[src/rtl/grayscale_word_packer.sv]
// grayscale_word_packer
//   Packs 8-bit grayscale pixels four per 32-bit word (first pixel in bits
//   [7:0]) and queues the words in a first-word-fall-through FIFO that a bus
//   master drains over valid/ready. The pixel source cannot be stalled, so a
//   word that completes while the FIFO is full is dropped and a sticky
//   overflow flag is raised.
//
// Ports
//   clock       system clock, rising edge
//   nReset      asynchronous active-low reset
//   clearFifo   synchronous clear of FIFO, packer and overflow flag
//   pixelValid  grayscale byte valid this cycle
//   grayscale   8-bit pixel
//   lastPixel   with pixelValid: final pixel of the frame, flushes partial word
//   wordValid   FIFO holds at least one word
//   wordData    head word (valid only while wordValid=1)
//   wordLast    head word carries the frame's last pixel
//   wordReady   consumer takes the head word when wordValid=1
//   fillLevel   number of stored words, 0..2**FIFO_ADDR_BITS
//   overflow    sticky: a completed word was dropped
module grayscale_word_packer #(
    parameter int FIFO_ADDR_BITS = 4
) (
    input  logic                      clock,
    input  logic                      nReset,
    input  logic                      clearFifo,
    input  logic                      pixelValid,
    input  logic [7:0]                grayscale,
    input  logic                      lastPixel,
    output logic                      wordValid,
    output logic [31:0]               wordData,
    output logic                      wordLast,
    input  logic                      wordReady,
    output logic [FIFO_ADDR_BITS:0]   fillLevel,
    output logic                      overflow
);

    localparam int                      DEPTH      = 1 << FIFO_ADDR_BITS;
    localparam logic [FIFO_ADDR_BITS:0] FULL_LEVEL = (FIFO_ADDR_BITS + 1)'(DEPTH);
    localparam logic [FIFO_ADDR_BITS:0] LEVEL_ONE  = (FIFO_ADDR_BITS + 1)'(1);
    localparam logic [FIFO_ADDR_BITS-1:0] PTR_ONE  = FIFO_ADDR_BITS'(1);

    logic [1:0]                count;
    logic [31:0]               pack_reg;
    logic [32:0]               mem [DEPTH];
    logic [FIFO_ADDR_BITS-1:0] rd_ptr;
    logic [FIFO_ADDR_BITS-1:0] wr_ptr;
    logic [FIFO_ADDR_BITS:0]   level;
    logic                      ovf;

    logic                      fifo_full;
    logic                      fifo_empty;
    logic                      pop;
    logic                      word_done;
    logic                      push;
    logic                      drop;
    logic [31:0]               next_word;

    // Drop a byte into its lane of the partial word. The partial register is
    // cleared after every completed word, so lanes above the current one are
    // already zero and a lastPixel flush needs no extra masking.
    function automatic logic [31:0] insert_byte(input logic [31:0] partial,
                                                input logic [1:0]  lane,
                                                input logic [7:0]  pixel);
        logic [31:0] w;
        w = partial;
        w[{lane, 3'b000} +: 8] = pixel;
        return w;
    endfunction

    always_comb begin
        fifo_full  = (level == FULL_LEVEL);
        fifo_empty = (level == '0);
        pop        = !fifo_empty && wordReady;
        word_done  = pixelValid && ((count == 2'd3) || lastPixel);
        // A pop in the same cycle frees the slot a full FIFO needs.
        push       = word_done && (!fifo_full || pop);
        drop       = word_done && fifo_full && !pop;
        next_word  = insert_byte(pack_reg, count, grayscale);
    end

    always_ff @(posedge clock or negedge nReset) begin
        if (!nReset) begin
            count    <= 2'd0;
            pack_reg <= '0;
            rd_ptr   <= '0;
            wr_ptr   <= '0;
            level    <= '0;
            ovf      <= 1'b0;
        end else if (clearFifo) begin
            count    <= 2'd0;
            pack_reg <= '0;
            rd_ptr   <= '0;
            wr_ptr   <= '0;
            level    <= '0;
            ovf      <= 1'b0;
        end else begin
            if (pixelValid) begin
                // The packer restarts even when the completed word is dropped.
                if (word_done) begin
                    count    <= 2'd0;
                    pack_reg <= '0;
                end else begin
                    count    <= count + 2'd1;
                    pack_reg <= next_word;
                end
            end
            if (push) begin
                wr_ptr <= wr_ptr + PTR_ONE;
            end
            if (pop) begin
                rd_ptr <= rd_ptr + PTR_ONE;
            end
            case ({push, pop})
                2'b10:   level <= level + LEVEL_ONE;
                2'b01:   level <= level - LEVEL_ONE;
                default: level <= level;
            endcase
            if (drop) begin
                ovf <= 1'b1;
            end
        end
    end

    // Storage carries no reset; only the pointers and level decide validity.
    always_ff @(posedge clock) begin
        if (push && !clearFifo) begin
            mem[wr_ptr] <= {lastPixel, next_word};
        end
    end

    assign wordValid = !fifo_empty;
    assign wordData  = mem[rd_ptr][31:0];
    assign wordLast  = !fifo_empty && mem[rd_ptr][32];
    assign fillLevel = level;
    assign overflow  = ovf;

endmodule
[config.mk]
export PLATFORM = sky130hd
export DESIGN_NAME = grayscale_word_packer
export DESIGN_NICKNAME = d
export VERILOG_FILES = /design/src/rtl/grayscale_word_packer.sv
export SDC_FILE = /design/constraint.sdc
export NUM_CORES = 1
export LEC_CHECK = 0
export BUFFER_PORTS_ARGS = -buffer_cell sky130_fd_sc_hd__buf_2
export CORE_ASPECT_RATIO = 0.6
export CORE_MARGIN = 2
export CORE_UTILIZATION = 42
export CTS_CLUSTER_DIAMETER = 150
export DETAILED_ROUTE_END_ITERATION = 10
export PLACE_DENSITY = 0.6
export SETUP_SLACK_MARGIN = 0.5
export SKIP_CTS_REPAIR_TIMING = 1
export SLEW_MARGIN = 15
export SYNTH_ARGS = -nofsm -noshare
export SYNTH_HDL_FRONTEND = slang
export SYNTH_SLANG_ARGS = --single-unit
[constraint.sdc]
create_clock -name clock -period 3.4 [get_ports clock]
set_input_delay 0.17 -clock clock [delete_from_list [all_inputs] [get_ports clock]]
set_output_delay 0.17 -clock clock [all_outputs]
set_load 0.02 [all_outputs]
==> results.cfg, run 1 <==
[sta]
worst_pin_slew_ns = 0.988
report.final.setup_viol = 0
timing.slew.headroom = 0.332
finalSetupTns_ns = 0
final.period_utilization = 0.874
final_clock_skew_ns = 0.0254
finalWorstPathRequiredPeriod_ns = 2.97
fin_hold_ws_ns = 0.00221
highest_attainable_clock_frequency_mhz = 336
final_hold_viol_count = 0
total_count_of_max_transition_violations_in_the_final_report = 0
unrepaired_setup_endpoints_after_global_routing = true

[synthesis]
synth-compound-area-share = 0.0295
simple_gate_fraction_of_synth_area = 0.0203
yosysTopAreaCellShare = 0.703
synth.distinct_cells = 49
ys.flop_type = edfxtp_1
synth_xor_xnor_area_share = 0.00272
synth_area_um2 = 22500
synth_top_family_by_area = multiplexers
mapped_cells = 1053
ffs_latches_synth = 576
yosys-mux-area-fraction = 0.167
post-synth-top-count-cell = edfxtp_1
synth_edf_count = 528
synth.avg_cell_area_um2 = 21.4
synth.yosys.seq_area_share = 0.756
post_synth_fa_ha_maj_area_fraction = 0.00666
yosysWarnings = 0
most_instantiated_cells_after_synthesis = edfxtp_1, mux4_2, dfrtp_1, inv_1
synth_fp_nets = 1079
synth_area_leader_cell = edfxtp_1
postSynth.asyncResetShare = 0.0833
synthTopCellsByArea = edfxtp_1, mux4_2, dfrtp_1

[cells_and_area]
non_filler_instance_count_after_layout = 1943
antennaDiodeCount = 0
largest_reg_flops = 528
nNetsFinal = 1231
layout-drive-gt1-share = 0.333
area_growth_syn_to_layout_pct = 17.3

[clock_network]
cts-buffers-inserted = 51
clk-insertion-delay-late_ns = 0.58
path_clk_slew_ns = 0.06
clkSinkCount = 576
cts_root_buffer = clkbuf_16
cts_tree = built
cts_max_path_buffers = 3
cts.htree.levels = 2

[drt]
vias_per_cell = 5.74
final_antenna_net_count = 0
finalWirelength_mm = 52.8
post_detailed_route_drc_marker_count = 0
wl_per_cell_um = 27.2
dr.pass1.iters = 5
drt_first_iter_violations = 1251
num_vias = 11200

[critical_path]
worst_setup_end_kind = output port
critPathKind = reg -> out
worstPathArrival_ns = 2.80
worst_setup_path_start_kind = flop
crit_path_max_fanout = 8
worst_ep_required_time_ns = 3.23

[die]
coreArea_um2 = 52800
num_rows = 65
ioPinCount = 54
start_util = 0.427
chipHeight_um = 183
fp.dieW_um = 303
die_area_um2 = 55600

[global_routing]
antenna_violations_before_repair = 3
pin_count_of_the_biggest_net_entering_global_routing = 76
first_global_vias = 11100
gr-total-overflow = 0
track_usage = 0.189
grt_pass1_wl_mm = 76.2

[power]
areal_power_density_over_the_cells_nw_per_um2 = 648
ir_drop_uv = 402
design_power_total_mw = 17.1
power.leakage_nw = 9.03

[placement]
numPlacedInstances = 1824
dp_hpwl_mm = 30.8
io_buffer_count = 53
gp_congestion = 0.765

[min_path]
min_path_type = in -> reg

[outcome]
run_status = completed

[run]
max-cap-violations = 0
[power by group]
group	switching (mW)	leakage (nW)	internal [mW]
clock	2.49	0.732	2.90
combinational	1.86	2.32	2.04
sequential	0.0749	5.98	7.76
[cell families (layout without fill, tap and decap cells)]
group,count (synthesis),count (layout)
xor+xnor,7,7
fa+ha+maj,12,12
buf+inv,102,289
mux,169,169
simple gates,97,97
flops,576,576
compound gates,90,90
[metal layers]
metal / routed length, um / share of wire / vias up / track usage
met3: 4200 / 0.080 / 55 / 0.0334
met5: 0 / 0 / - / 0
met2: 23400 / 0.44 / 427 / 0.271
met1: 24600 / 0.47 / 5993 / 0.306
li1: - / - / 4682 / -
met4: 629 / 0.012 / 0 / 0.0325
[cell type report]
| type | count | area [um2] |
|---|---|---|
| Inverter | 45 | 169 |
| Sequential cell | 576 | 17100 |
| Timing Repair Buffer | 156 | 1590 |
| Multi-Input combinational cell | 375 | 5230 |
| Tap cell | 703 | 880 |
| Fill cell | 4200 | 26300 |
| Clock inverter | 26 | 191 |
| Clock buffer | 62 | 1320 |
[stage by stage]
stage | util | instance area, um2 | setup WS [ns]
after CTS | 0.490 | 25800 | 0.222
final | 0.501 | 26400 | 0.428
after global placement | 0.461 | 24300 | 0.597
after floorplan | - | 22600 | 0.215
after global routing | 0.501 | 26400 | 0.387
after detailed placement | 0.461 | 24300 | 0.573
[placed cells by master, fill, tap and decap left out, drive strengths merged, types with 25 or more instances in the layout]
cell	synthesis	final
nor2	31	31
nand2	40	40
mux4	165	165
dfrtp	48	48
inv	45	47
o21ai	36	36
a32o	25	25
clkbuf	40	72
edfxtp	528	528
buf	17	143
[critical path, stage by stage (launching register included)]
cell	delay (ns)
dfrtp_4	0.44
buf_12	0.14
buf_16	0.18
buf_6	0.18
mux4_2	0.51
mux4_2	0.57
buf_2	0.20
[worst paths after layout]
| kind | from | endpoint | slack (ns) | cells after the start |
|---|---|---|---|---|
| worst max-delay path | rd_ptr[0] | wordData[18] | 0.43 | 6 |
| worst min-delay path | lastPixel | mem[9][32] | 0.002 | 1 |
| worst max register to register | fillLevel[0] | fillLevel[4] | 0.66 | 8 |
| worst min register to register | pack_reg[1] | pack_reg[1] | 0.49 | 2 |
| max in group asynchronous | nReset | fillLevel[0] | 2.56 | 3 |
| min in group asynchronous | nReset | pack_reg[4] | 0.24 | 3 |
Note: power is estimated with default switching activity, not from simulation.
==> run 2, diff against run 1 <==
Settings changed: ABC_AREA set to 1.
==> run 2 against run 1 <==
Critical path type unchanged. The flow now finishes with violations (negative hold slack). Non-clock buffer count down 22. Clock power up 4.1%. Area after synthesis up 2.4%. Largest cell class unchanged.
==> results.cfg, run 2 <==
[critical_path]
worst_setup_path_start_kind = flop
rr_worst_depth = 6
worst_setup_end_kind = output port
critical_path.n_buffers_inverters = 3
crit_path_max_fanout = 79
cell_at_the_slowest_stage_of_the_critical_path = dfrtp_4
critical-path-top-delay-family = buffers and inverters
crit-reg2reg-launch = count[0]
critPathKind = reg -> out
critical_path.max_stage_delay_ns = 0.61
setup.reg_to_reg.worst_slack_ns = 0.78
worst_ep_required_time_ns = 3.23
reg2reg_to = mem[15][13]
cell_chain_critical_path = clkinv_2 > buf_12 > o21ai_0 > o221ai_1 > nand3_1 > nand2_1 > buf_2
worstPathArrival_ns = 2.63

[power]
power.leakage_nw = 9.01
sequentialPowerShare = 0.458
switchingPower_mw = 5.30
areal_power_density_over_the_cells_nw_per_um2 = 652
power_report.internal_total_mw = 11.9
design_power_total_mw = 17.2
ir_drop_uv = 468
clkPwrFrac = 0.327
combPwrFrac = 0.216
sw_frac_of_total = 0.308

[clock_network]
clk-insertion-delay-late_ns = 0.59
cts.htree.levels = 2
cts_tree = built
path_clk_slew_ns = 0.06
cts_root_buffer = clkbuf_16
cts_max_path_buffers = 3
cts-buffers-inserted = 51
clkSinkCount = 576

[sta]
fin_ws_ns = 0.595
fin_hold_ws_ns = -0.0270
report.final.setup_viol = 0
timing.slew.headroom = 0.565
final.period_utilization = 0.825
final_clock_skew_ns = 0.0259
total_count_of_max_transition_violations_in_the_final_report = 0
unrepaired_setup_endpoints_after_global_routing = true
worst_pin_slew_ns = 0.653
highest_attainable_clock_frequency_mhz = 357
finalSetupTns_ns = 0
final_hold_viol_count = 1
finalWorstPathRequiredPeriod_ns = 2.80

[placement]
gp_congestion = 0.883
dp_hpwl_mm = 34.2
dp_slack_ns = 0.797
numPlacedInstances = 2481
io_buffer_count = 53
dpl_cell_area_um2 = 24600

[synthesis]
ffs_latches_synth = 576
yosysWarnings = 0
synth_top_family_by_area = compound AO/OA/AOI/OAI gates
most_instantiated_cells_after_synthesis = edfxtp_1, nor2_1, o21ai_0, nand2_1, o221ai_1
synth_xor_xnor_area_share = 0.000379
post_synth_fa_ha_maj_area_fraction = 0.00650
synth.yosys.seq_area_share = 0.739
post-synth-top-count-cell = edfxtp_1
synth_fp_nets = 1786
yosys-mux-area-fraction = 0
synth.distinct_cells = 36
synth-compound-area-share = 0.136
postSynth.asyncResetShare = 0.0833
synth_edf_count = 528
synth_area_leader_cell = edfxtp_1
mapped_cells = 1760
synthTopCellsByArea = edfxtp_1, o21ai_0, dfrtp_1
synth.avg_cell_area_um2 = 13.1
simple_gate_fraction_of_synth_area = 0.0821
synth_area_um2 = 23100
ys.flop_type = edfxtp_1
yosysTopAreaCellShare = 0.687

[cells_and_area]
nNetsFinal = 1856
mostFrequentLayoutCells = edfxtp_1, nor2_1, o21ai_0
largest_reg_flops = 528
non_filler_instance_count_after_layout = 2585
final_core_util = 0.486
layout_commonest_cell = edfxtp_1
post-route-cell-area_um2 = 26400
area_growth_syn_to_layout_pct = 14.3
layout-drive-gt1-share = 0.129
antennaDiodeCount = 0

[die]
chipHeight_um = 186
ioPinCount = 54
fp.dieW_um = 307
die_area_um2 = 56900
coreArea_um2 = 54300
num_rows = 66
start_util = 0.426

[drt]
final_antenna_net_count = 0
vias_per_cell = 5.84
drt_first_iter_violations = 1730
wl_per_cell_um = 23.9
dr.pass1.iters = 5
post_detailed_route_drc_marker_count = 0
finalWirelength_mm = 61.7
num_vias = 15100

[global_routing]
track_usage = 0.213
grt_pass1_wl_mm = 91.5
gr-total-overflow = 0
first_global_vias = 14500
antenna_violations_before_repair = 0
pin_count_of_the_biggest_net_entering_global_routing = 185

[min_path]
worstHoldPathCells = 3
worst_hold_path.endpoint = pack_reg[18]
min_path_type = in -> reg
hold_path.startpoint = grayscale[2]

[outcome]
violations_in_the_final_reports = negative hold slack
run_status = finished with violations

[run]
max-cap-violations = 0
## run 2: cell types whose count changed in the layout (fill, tap and decap cells not counted), moves of 21 or more
cell	change
nor2_1	+270
nand3_1	+58
o221ai_1	+95
o21ai_0	+252
o22ai_1	+55
inv_1	+21
nand2_1	+57
o211ai_1	+31
mux4_2	-165
a32o_1	-25
## run 2: power by group through the flow
stage          Combinational (mW)  Clock [mW]  Sequential (mW)
2_1_floorplan                2.42           0             7.97
3_3_place_gp                 3.50           0             8.02
3_5_place_dp                 3.54           0             8.02
4_1_cts                      3.56        5.73             7.87
5_1_grt                      4.08        5.99             7.88
6_report                     3.72        5.62             7.87
## run 2: kinds of logic after synthesis
logic type	count (synthesis)
DFF	576
and+or+nand+nor	469
AOI/OAI and AO/OA	512
adders and majority gates	12
buffers and inverters	190
xor gates and xnor gates	1
## run 2: final cells by class
cell class	count	area (um2)
timing repair buffer	134	1210
inverter	73	302
clock buffer	63	1340
clock inverter	31	248
fill	4674	27900
tap	714	893
sequential	576	17100
multi-input combinational	994	5330
## run 2: per-layer routing
metal  GRT usage  routed length, um  share of wire  vias to the layer above
met5           0                  0              0                        -
met1       0.318              28200           0.46                     7570
met3      0.0367               5220          0.085                       82
met2       0.326              27200           0.44                      705
li1            -                  -              -                     6737
met4      0.0476               1130          0.018                        0
## run 2: how the worst max path moves through the flow
stage / start / to / cells after the start
after floorplan: count[0] / mem[11][0] / 5
after global placement: count[0] / mem[15][18] / 6
final: rd_ptr[1] / wordData[20] / 7
after CTS: rd_ptr[0] / wordData[18] / 7
after global routing: rd_ptr[0] / wordLast / 9
after detailed placement: count[0] / mem[15][27] / 6
## run 2: worst register-to-register path, stage by stage (launching register included)
cell and delay (ns):
dfrtp_1 0.52, ha_1 0.26, o21ai_2 0.13, nor2_2 0.31, nand2_1 0.32, nor2_4 0.53
buf_12 0.26
